### config.mk
export PLATFORM = sky130hd
export DESIGN_NAME = fetch_cycle
export DESIGN_NICKNAME = d
export VERILOG_FILES = /design/src/rtl/fetch_pkg.sv /design/src/rtl/fetch_buffer.sv /design/src/rtl/fetch_cycle.sv
export SDC_FILE = /design/constraint.sdc
export NUM_CORES = 1
export LEC_CHECK = 0
export CORE_MARGIN = 2
export CORE_UTILIZATION = 47
export CTS_CLUSTER_SIZE = 10
export DETAILED_ROUTE_END_ITERATION = 10
export PLACE_DENSITY = 0.72
export SLEW_MARGIN = 0
export SYNTH_ARGS = -nofsm -noshare
export SYNTH_HDL_FRONTEND = slang
export SYNTH_HIERARCHICAL = 1
export SYNTH_SLANG_ARGS = --single-unit
export TNS_END_PERCENT = 5
### constraint.sdc
create_clock -name clk -period 4.6 [get_ports clk]
set_clock_uncertainty 0.05 [all_clocks]
set_input_delay 1.15 -clock clk [delete_from_list [all_inputs] [get_ports clk]]
set_output_delay 1.15 -clock clk [all_outputs]
set_load 0.02 [all_outputs]
### src/rtl/fetch_pkg.sv
// fetch_pkg: shared constants and types for the instruction-fetch stage.
package fetch_pkg;
  localparam int FETCH_XLEN = 64;
  localparam int FETCH_ILEN = FETCH_XLEN / 2;
  localparam logic [FETCH_ILEN-1:0] NOP_INSTR = 32'h00000013;

  typedef enum logic [1:0] {
    IDLE  = 2'd0,
    FETCH = 2'd1,
    FLUSH = 2'd2
  } fetch_state_t;

  typedef struct packed {
    logic [FETCH_ILEN-1:0] instr;
    logic [FETCH_XLEN-1:0] pc;
  } fetch_entry_t;
endpackage

### src/rtl/fetch_buffer.sv
// fetch_buffer: small synchronous FIFO of {instr, pc} entries with head and
// second-entry read ports. DEPTH must be a power of two so pointers wrap freely.
module fetch_buffer
  import fetch_pkg::*;
#(
  parameter int DEPTH = 2,
  parameter int CW    = $clog2(DEPTH + 1)
) (
  input  logic                  clk,
  input  logic                  rst_n,
  input  logic                  push,
  input  logic                  pop,
  input  logic                  flush,
  input  fetch_entry_t          wdata,
  output fetch_entry_t          head,
  output logic [FETCH_ILEN-1:0] second_instr,
  output logic [CW-1:0]         count
);
  localparam int AW = $clog2(DEPTH);

  fetch_entry_t [DEPTH-1:0] mem_q, mem_d;
  logic [AW-1:0] rd_ptr_q, rd_ptr_d, wr_ptr_q, wr_ptr_d, rd_nxt;
  logic [CW-1:0] count_q, count_d;

  assign rd_nxt       = rd_ptr_q + AW'(1);
  assign head         = mem_q[rd_ptr_q];
  assign second_instr = mem_q[rd_nxt].instr;
  assign count        = count_q;

  // Next-state: flush wins over push/pop; push and pop together keep count.
  always_comb begin
    mem_d    = mem_q;
    rd_ptr_d = rd_ptr_q;
    wr_ptr_d = wr_ptr_q;
    count_d  = count_q;
    if (flush) begin
      rd_ptr_d = '0;
      wr_ptr_d = '0;
      count_d  = '0;
    end else begin
      if (push) begin
        mem_d[wr_ptr_q] = wdata;
        wr_ptr_d        = wr_ptr_q + AW'(1);
      end
      if (pop) rd_ptr_d = rd_nxt;
      count_d = count_q + CW'(push) - CW'(pop);
    end
  end

  // Storage and pointer registers.
  always_ff @(posedge clk or negedge rst_n) begin
    if (!rst_n) begin
      mem_q    <= '0;
      rd_ptr_q <= '0;
      wr_ptr_q <= '0;
      count_q  <= '0;
    end else begin
      mem_q    <= mem_d;
      rd_ptr_q <= rd_ptr_d;
      wr_ptr_q <= wr_ptr_d;
      count_q  <= count_d;
    end
  end
endmodule

### src/rtl/fetch_cycle.sv
// fetch_cycle: instruction-fetch stage. Owns the PC, issues in-order imem
// requests, buffers returned words and hands the head word to decode.
// Redirects flush the buffer and kill in-flight responses.
// Optional macro FETCH_MISALIGN_CHECK_EN: misaligned redirects raise a sticky
// flag and block requests until an aligned redirect arrives.
// XLEN/INSTRUCTION_LENGTH must match the fetch_pkg entry widths.
module fetch_cycle
  import fetch_pkg::*;
#(
  parameter int               XLEN               = FETCH_XLEN,
  parameter int               INSTRUCTION_LENGTH = XLEN / 2,
  parameter logic [XLEN-1:0]  RESET_PC           = '0,
  parameter int               FIFO_DEPTH         = 2
) (
  input  logic                          clk,
  input  logic                          rst_n,
  output logic                          imem_req_valid,
  input  logic                          imem_req_ready,
  output logic [XLEN-1:0]               imem_req_addr,
  input  logic                          imem_resp_valid,
  input  logic [INSTRUCTION_LENGTH-1:0] imem_resp_data,
  input  logic                          redirect_valid,
  input  logic [XLEN-1:0]               redirect_pc,
  input  logic                          f_to_d_enable_ff,
  output logic                          instr_valid,
  output logic [INSTRUCTION_LENGTH-1:0] instruction,
  output logic [INSTRUCTION_LENGTH-1:0] next_instruction,
  output logic [INSTRUCTION_LENGTH-1:0] instruction_direct,
  output logic [XLEN-1:0]               PC_out,
  output logic                          fetch_misaligned
);
  localparam int CW = $clog2(FIFO_DEPTH + 1);

  fetch_state_t state_q, state_d;
  logic [XLEN-1:0] fetch_pc_q, fetch_pc_d, resp_pc_q, resp_pc_d, tgt_pc;
  logic [CW-1:0] out_q, out_d, kill_q, kill_d, count;
  logic [INSTRUCTION_LENGTH-1:0] direct_q, direct_d, second_instr;
  logic mis_q, mis_d;
  logic push, pop, accept;
  logic [CW:0] occ;
  fetch_entry_t wentry, head;

`ifdef FETCH_MISALIGN_CHECK_EN
  assign tgt_pc = redirect_pc;
`else
  assign tgt_pc = redirect_pc & ~XLEN'(3);
`endif

  assign instr_valid = (count != '0);
  assign pop         = instr_valid & f_to_d_enable_ff & ~redirect_valid;
  assign push        = imem_resp_valid & (kill_q == '0) & ~redirect_valid;
  // A head leaving this cycle frees its slot, which keeps 1 word/cycle going.
  assign occ            = (CW+1)'(out_q) + (CW+1)'(count) - (CW+1)'(pop);
  assign imem_req_valid = (state_q != IDLE) & ~redirect_valid & ~mis_q &
                          (occ < (CW+1)'(FIFO_DEPTH));
  assign accept         = imem_req_valid & imem_req_ready;
  assign imem_req_addr  = fetch_pc_q;

  assign wentry.instr = imem_resp_data;
  assign wentry.pc    = resp_pc_q;

  fetch_buffer #(.DEPTH(FIFO_DEPTH), .CW(CW)) u_buf (
    .clk         (clk),
    .rst_n       (rst_n),
    .push        (push),
    .pop         (pop),
    .flush       (redirect_valid),
    .wdata       (wentry),
    .head        (head),
    .second_instr(second_instr),
    .count       (count)
  );

  assign instruction        = instr_valid ? head.instr : NOP_INSTR;
  assign PC_out             = instr_valid ? head.pc : '0;
  assign next_instruction   = (count >= CW'(2)) ? second_instr : NOP_INSTR;
  assign instruction_direct = direct_q;
  assign fetch_misaligned   = mis_q;

  // PC, outstanding/kill counters and misalign flag; redirect takes priority.
  always_comb begin
    fetch_pc_d = fetch_pc_q;
    resp_pc_d  = resp_pc_q;
    out_d      = out_q + CW'(accept) - CW'(imem_resp_valid);
    kill_d     = kill_q;
    direct_d   = push ? imem_resp_data : NOP_INSTR;
    mis_d      = mis_q;
    if (accept) fetch_pc_d = fetch_pc_q + XLEN'(4);
    if (push)   resp_pc_d  = resp_pc_q + XLEN'(4);
    if (redirect_valid) begin
      fetch_pc_d = tgt_pc;
      resp_pc_d  = tgt_pc;
      kill_d     = out_q - CW'(imem_resp_valid);
`ifdef FETCH_MISALIGN_CHECK_EN
      mis_d      = |redirect_pc[1:0];
`endif
    end else if (imem_resp_valid && (kill_q != '0)) begin
      kill_d = kill_q - CW'(1);
    end
  end

  // FSM next state: FLUSH lasts while stale responses remain to be dropped.
  always_comb begin
    state_d = state_q;
    case (state_q)
      IDLE:    state_d = FETCH;
      FETCH:   if (redirect_valid && (kill_d != '0)) state_d = FLUSH;
      FLUSH:   if (kill_d == '0) state_d = FETCH;
      default: state_d = IDLE;
    endcase
  end

  // State registers.
  always_ff @(posedge clk or negedge rst_n) begin
    if (!rst_n) begin
      state_q    <= IDLE;
      fetch_pc_q <= RESET_PC;
      resp_pc_q  <= RESET_PC;
      out_q      <= '0;
      kill_q     <= '0;
      direct_q   <= NOP_INSTR;
      mis_q      <= 1'b0;
    end else begin
      state_q    <= state_d;
      fetch_pc_q <= fetch_pc_d;
      resp_pc_q  <= resp_pc_d;
      out_q      <= out_d;
      kill_q     <= kill_d;
      direct_q   <= direct_d;
      mis_q      <= mis_d;
    end
  end
endmodule
==> results.toml, run 1 <==
[status]
status = "completed"

[timing]
tightestPinTransition_ps = 1000
drv_slew = 0
finalHoldViolCount = 0
finalSetupTns_ps = 0
finalSetupViolations = 0
fmax_mhz = 223
holdWs_ps = 450
slew-limit-headroom_pct = 33.0
finalCriticalPeriod_ps = 4490
rsz0062_at_grt = "no"
finalCritPeriodShare_pct = 97.5

[min_path]
hold_class = "register to register"
hold_depth = 1

[global_route]
grt_remaining_overflow = 0
grt_antenna_before_repair = 1
grt_pass1_vias = 14200
grt.total_usage_pct = 25.3
grt_pass1_wl_um = 81400
grt_max_degree = 98

[critical_path]
critPathMaxFanout = 2
reg2regPathDepth = 12
cp.arrival_ps = 3290
cp.required_ps = 3400
worstSetupStartpointType = "input port"
crit_slowest_cell = "fa_1"
cp_cell_sequence = "clkdlybuf4s50_1, and3b_2, ha_1, nand2b_1, fa_1, nor2b_1, and3_1, clkdlybuf4s15_2"
crit_type = "input port to output pin"
end_kind = "output pin"
cpPeakStageDelay_ps = 470

[layout]
area_growth_pct = 26.8
diodes = 0
layout-drive-gt1-share_pct = 23.2
final_nets = 2076
fillers = 3181
final_util_pct = 60.5

[drt]
firstDrtPassIters = 5
drcViolationCount = 0
drt_wl_total_um = 51800
vias = 14300
wire_per_inst_um = 20.7
ant_nets = 0
vias_per_cell = 5.72
drt_iter0_drc = 840
met3_length_um = 3720
met1_length_um = 22700
wl_met2_um = 23900
top_layer_used = "met4"

[logic_synthesis]
syn_area_um2 = 18500
ys_async_sr_fraction_pct = 100
synth_seq_area_share_pct = 48.5
yosys_warnings = 6
synth_edf_count = 0
netlist.area_leader.share_pct = 48.1
postSynthCellCount = 1651
post-synth-top-area-cell = "dfrtp_1"
ys.flop_type = "dfrtp_1"
ys_ff_latch = 358
synthTopCellsByArea = "dfrtp_1 48%, mux2_2 21%, and2_1 5.5%, nand2_1 2.5%, o21ai_0 2.1%"
syn_avg_cell_area_um2 = 11.2
synth.lib_cells_used.distinct = 70

[place]
io_buffers = 323
globalplace.congestion = 0.953
dp_hpwl_um = 36300

[clock_tree]
insertion_delay_ps = 560
cts_max_path_buffers = 3
cts_tree = "built"
cts_buffers = 42
root_buffer = "clkbuf_16"
cts_hold_buffers = 0
h-tree-depth = 2
clkTransAtPathRegs_ps = 50
ctsResizeCount = 3
post_cts_buffers = 0
numClockSinks = 358

[floorplanning]
start_util_pct = 47.7
ios = 329
coreArea_um2 = 38700
die_w_um = 202
die_h_um = 202
rows = 72
die_area_um2 = 40900

[run]
maxCapViolations = 0

[power]
power_leakage_uw = 0.0100
power.density_nw_per_um2 = 465
irDropWorstVdd_uv = 285
final timing paths:
| check | startpoint | endpoint | slack [ps] |
|---|---|---|---|
| setup / recovery | f_to_d_enable_ff | imem_req_valid | 110 |
| hold / removal | u_buf/mem_q[125] | u_buf/mem_q[125] | 450 |
| setup reg to reg | u_buf/count[0] | imem_req_addr[55] | 1080 |
| hold reg to reg | u_buf/mem_q[125] | u_buf/mem_q[125] | 450 |
| max in group asynchronous | rst_n | imem_req_addr[13] | 2950 |
| min in group asynchronous | rst_n | u_buf/mem_q[92] | 530 |
report_power, final:
| part | total [uW] | internal [uW] | switching (uW) |
|---|---|---|---|
| combinational | 3360 | 1820 | 1540 |
| sequential | 4580 | 3940 | 639 |
| clock | 2950 | 1680 | 1270 |
| total | 10900 | 7440 | 3450 |
worst max-delay path, delay by kind of cell:
kind / cells / cell delay (ps)
AND/OR/NAND/NOR: 4 / 700
buffers and inverters: 2 / 720
adder cells (fa/ha/maj): 2 / 710
cells in the final DEF (no fill, tap or decap), types with 26 or more instances in the layout:
cell / instances
nand4_1: 55
mux2_2: 340
and2_1: 163
nor2_1: 51
o21ai_0: 76
nand2_1: 120
xor2_1: 34
and3_1: 27
clkdlybuf4s50_1: 320
xnor2_1: 35
dfrtp_1: 354
clkbuf_16: 42
buf_4: 26
nand3_1: 59
cell families after synthesis:
group / after synthesis / share of synthesized area, %
fa+ha+maj: 11 / 0.786
xor+xnor: 70 / 3.39
mux: 347 / 21.1
buf+inv: 116 / 2.90
other cells: 1 / 0.0203
simple gates: 577 / 17.5
flops: 358 / 48.5
compound gates: 171 / 5.78
routing by layer:
metal,vias to the layer above,global-route usage (%)
met2,591,40.1
li1,6499,-
met5,-,0
met4,0,8.21
met1,7111,35.6
met3,83,3.95
synth_stat cells (all sizes together) (20+ instances only):
| cell | n |
|---|---|
| a21oi | 20 |
| and2 | 165 |
| and3 | 27 |
| buf | 43 |
| clkbuf | 50 |
| dfrtp | 355 |
| inv | 23 |
| mux2 | 340 |
| nand2 | 121 |
| nand3 | 60 |
| nand4 | 56 |
| nor2 | 52 |
| nor3 | 24 |
| o211ai | 21 |
| o21ai | 78 |
| xnor2 | 35 |
| xor2 | 34 |
flip-flops by register name, indices dropped and copies added (netlist names):
| name | cells |
|---|---|
| instruction_direct | 32 |
| u_buf/wr_ptr_q | 1 |
| u_buf/count | 2 |
| resp_pc_q | 62 |
| state_q | 2 |
| imem_req_addr | 62 |
| u_buf/mem_q | 192 |
| kill_q | 2 |
| out_q | 2 |
| u_buf/rd_ptr_q | 1 |
layout make-up:
cell class	count	area (um2)	area share, %
clock buffer	56	1110	4.75
clock inverter	4	38.8	0.166
inverter	23	86.3	0.368
multi-input combinational	1183	9010	38.5
sequential	358	8970	38.3
tap	518	648	2.77
timing repair buffer	355	3560	15.2
through the flow:
step	area [um2]	setup WS [ps]	std cells	total power, uW
finish	23400	114	2497	10900
global route	23400	28.3	2497	11500
CTS	23400	48.2	2497	11000
detailed placement	22300	-295	2437	7990
global placement	22300	-300	2437	7850
floorplan	18500	45.0	1657	6580
Note: power is estimated with default switching activity, not from simulation.
==> run 2, diff against run 1 <==
SYNTH_HIERARCHICAL = not set   (was 1)
==> results.toml, run 2 <==
[status]
status = "completed"

[drt]
drcViolationCount = 0
vias_per_cell = 5.58
firstDrtPassIters = 5
vias = 13200
drt_wl_total_um = 48800
wire_per_inst_um = 20.6
drt_iter0_drc = 693
ant_nets = 0

[layout]
area_growth_pct = 29.0
final_nets = 1989
layout_commonest_cell = "dfrtp_1"
final_cells = 2365
layout-drive-gt1-share_pct = 19.5
mostFrequentLayoutCells = "350 x dfrtp_1, 318 x clkdlybuf4s50_1, 249 x mux2_2"
largest_register = "u_buf.mem_q"
fillers = 2987
largest_reg_flops = 188

[floorplanning]
ios = 329
die_area_um2 = 39000
coreArea_um2 = 36700
die_h_um = 197
start_util_pct = 47.9
rows = 70
die_w_um = 197

[min_path]
hold_class = "register to register"

[power]
power_uw = 11400
irDropWorstVdd_uv = 296
power.density_nw_per_um2 = 504
power_leakage_uw = 0.00923

[timing]
finalHoldViolCount = 0
finalCritPeriodShare_pct = 97.2
timing.final.ws_setup_ps = 130
finalSetupViolations = 0
tightestPinTransition_ps = 973
finalCriticalPeriod_ps = 4470
finalSetupTns_ps = 0
fmax_mhz = 224
drv_slew = 0
slew-limit-headroom_pct = 35.1
rsz0062_at_grt = "no"

[global_route]
grt_pass1_wl_um = 75000
grt_pass1_vias = 13300
grt.total_usage_pct = 25.0
grt_antenna_before_repair = 3
grt_max_degree = 124
grt_remaining_overflow = 0

[critical_path]
critPathMaxFanout = 5
r2r_setup_slack_ps = 890
worstSetupStartpointType = "input port"
cp.arrival_ps = 3270
cp.required_ps = 3400
end_kind = "output pin"
crit_type = "input port to output pin"

[logic_synthesis]
ys_async_sr_fraction_pct = 100
synth_seq_area_share_pct = 50.4
netlist.area_leader.share_pct = 50.0
postSynthCellCount = 1553
synthTopCellsByArea = "dfrtp_1 50%, mux2_2 16%, mux2i_1 7.3%, nor2_1 4.1%, xnor2_1 3.2%"
synth.lib_cells_used.distinct = 48
synth_edf_count = 0
yosys_warnings = 0
synth.most_common_cell = "dfrtp_1"
syn_area_um2 = 17600
syn_avg_cell_area_um2 = 11.3
post-synth-top-area-cell = "dfrtp_1"
ys.flop_type = "dfrtp_1"
ys_top_cells_by_count = "351 x dfrtp_1, 249 x mux2_2, 190 x nor2_1"
ys_ff_latch = 354

[clock_tree]
cts_hold_buffers = 0
h-tree-depth = 2
cts_max_path_buffers = 3
cts_buffers = 43
numClockSinks = 354
cts_tree = "built"
clkTransAtPathRegs_ps = 50
root_buffer = "clkbuf_16"
insertion_delay_ps = 550

[place]
globalplace.congestion = 0.855
place_ws_ps = 39.5
dp.cells = 2300
io_buffers = 321
dp_hpwl_um = 34300

[run]
maxCapViolations = 0
[run 2: through the flow]
step / instance area, um2 / hold slack [ps] / util (%)
floorplan: 17600 / 400 / -
global placement: 21400 / 414 / 58.4
detailed placement: 21400 / 424 / 58.4
CTS: 22700 / 435 / 61.8
global route: 22700 / 459 / 61.8
finish: 22700 / 434 / 61.8
[run 2: where the power goes]
group | leakage, uW | switching, uW | internal [uW] | total [uW]
clock | 0.000592 | 1260 | 1790 | 3050
sequential | 0.00436 | 688 | 4060 | 4750
combinational | 0.00427 | 1760 | 1880 | 3640
[run 2: final timing paths]
kind	startpoint	endpoint	depth (start not counted)
min reg2reg	u_buf.mem_q[108]	u_buf.mem_q[108]	2
min in group asynchronous	rst_n	instruction_direct[2]	1
max in group asynchronous	rst_n	resp_pc_q[13]	2
max reg2reg	u_buf.count[1]	imem_req_addr[50]	14
max	f_to_d_enable_ff	imem_req_valid	10
min	u_buf.mem_q[108]	u_buf.mem_q[108]	2
[run 2: repair_timing]
item	CTS	global route
gates resized for setup	0	2
setup buffers	0	0
setup endpoints to repair	0	1
[run 2: logic make-up (layout without fill, tap and decap cells)]
| logic type | count (synthesis) | after routing | share of synthesized area [%] |
|---|---|---|---|
| AO/OA/AOI/OAI | 72 | 72 | 2.53 |
| XOR/XNOR | 125 | 125 | 6.23 |
| adder cells (fa/ha/maj) | 10 | 10 | 0.755 |
| buffers and inverters | 106 | 443 | 2.41 |
| flip-flops | 354 | 354 | 50.4 |
| multiplexers | 378 | 378 | 23.3 |
| other | 1 | 8 | 0.0213 |
| AND/OR/NAND/NOR | 507 | 507 | 14.3 |
[run 2: per-layer routing]
metal / global-route usage, % / share of wire [%] / vias up / wire (um)
met5: 0 / 0 / - / 0
met4: 8.02 / 2.6 / 0 / 1290
met3: 6.13 / 7.4 / 80 / 3630
met2: 41.1 / 47 / 377 / 23100
met1: 32.7 / 43 / 6697 / 20800
li1: - / - / 6047 / -
[run 2: worst max-delay path, cell delays in order]
cell             delay, ps
clkdlybuf4s50_1        470
nand2_1                 90
nor2_2                 120
ha_1                   240
inv_1                   80
nand2_1                 70
fa_1                   490
o21a_1                 210
and3_1                 190
buf_4                  160
[run 2: final cells by class]
class | count | area (um2) | area share (%)
sequential | 354 | 8870 | 39.1
multi-input combinational | 1097 | 8340 | 36.8
timing repair buffer | 357 | 3570 | 15.7
clock buffer | 59 | 1200 | 5.29
tap | 468 | 586 | 2.58
inverter | 24 | 92.6 | 0.408
clock inverter | 3 | 21.3 | 0.0938
antenna | 3 | 7.51 | 0.0331
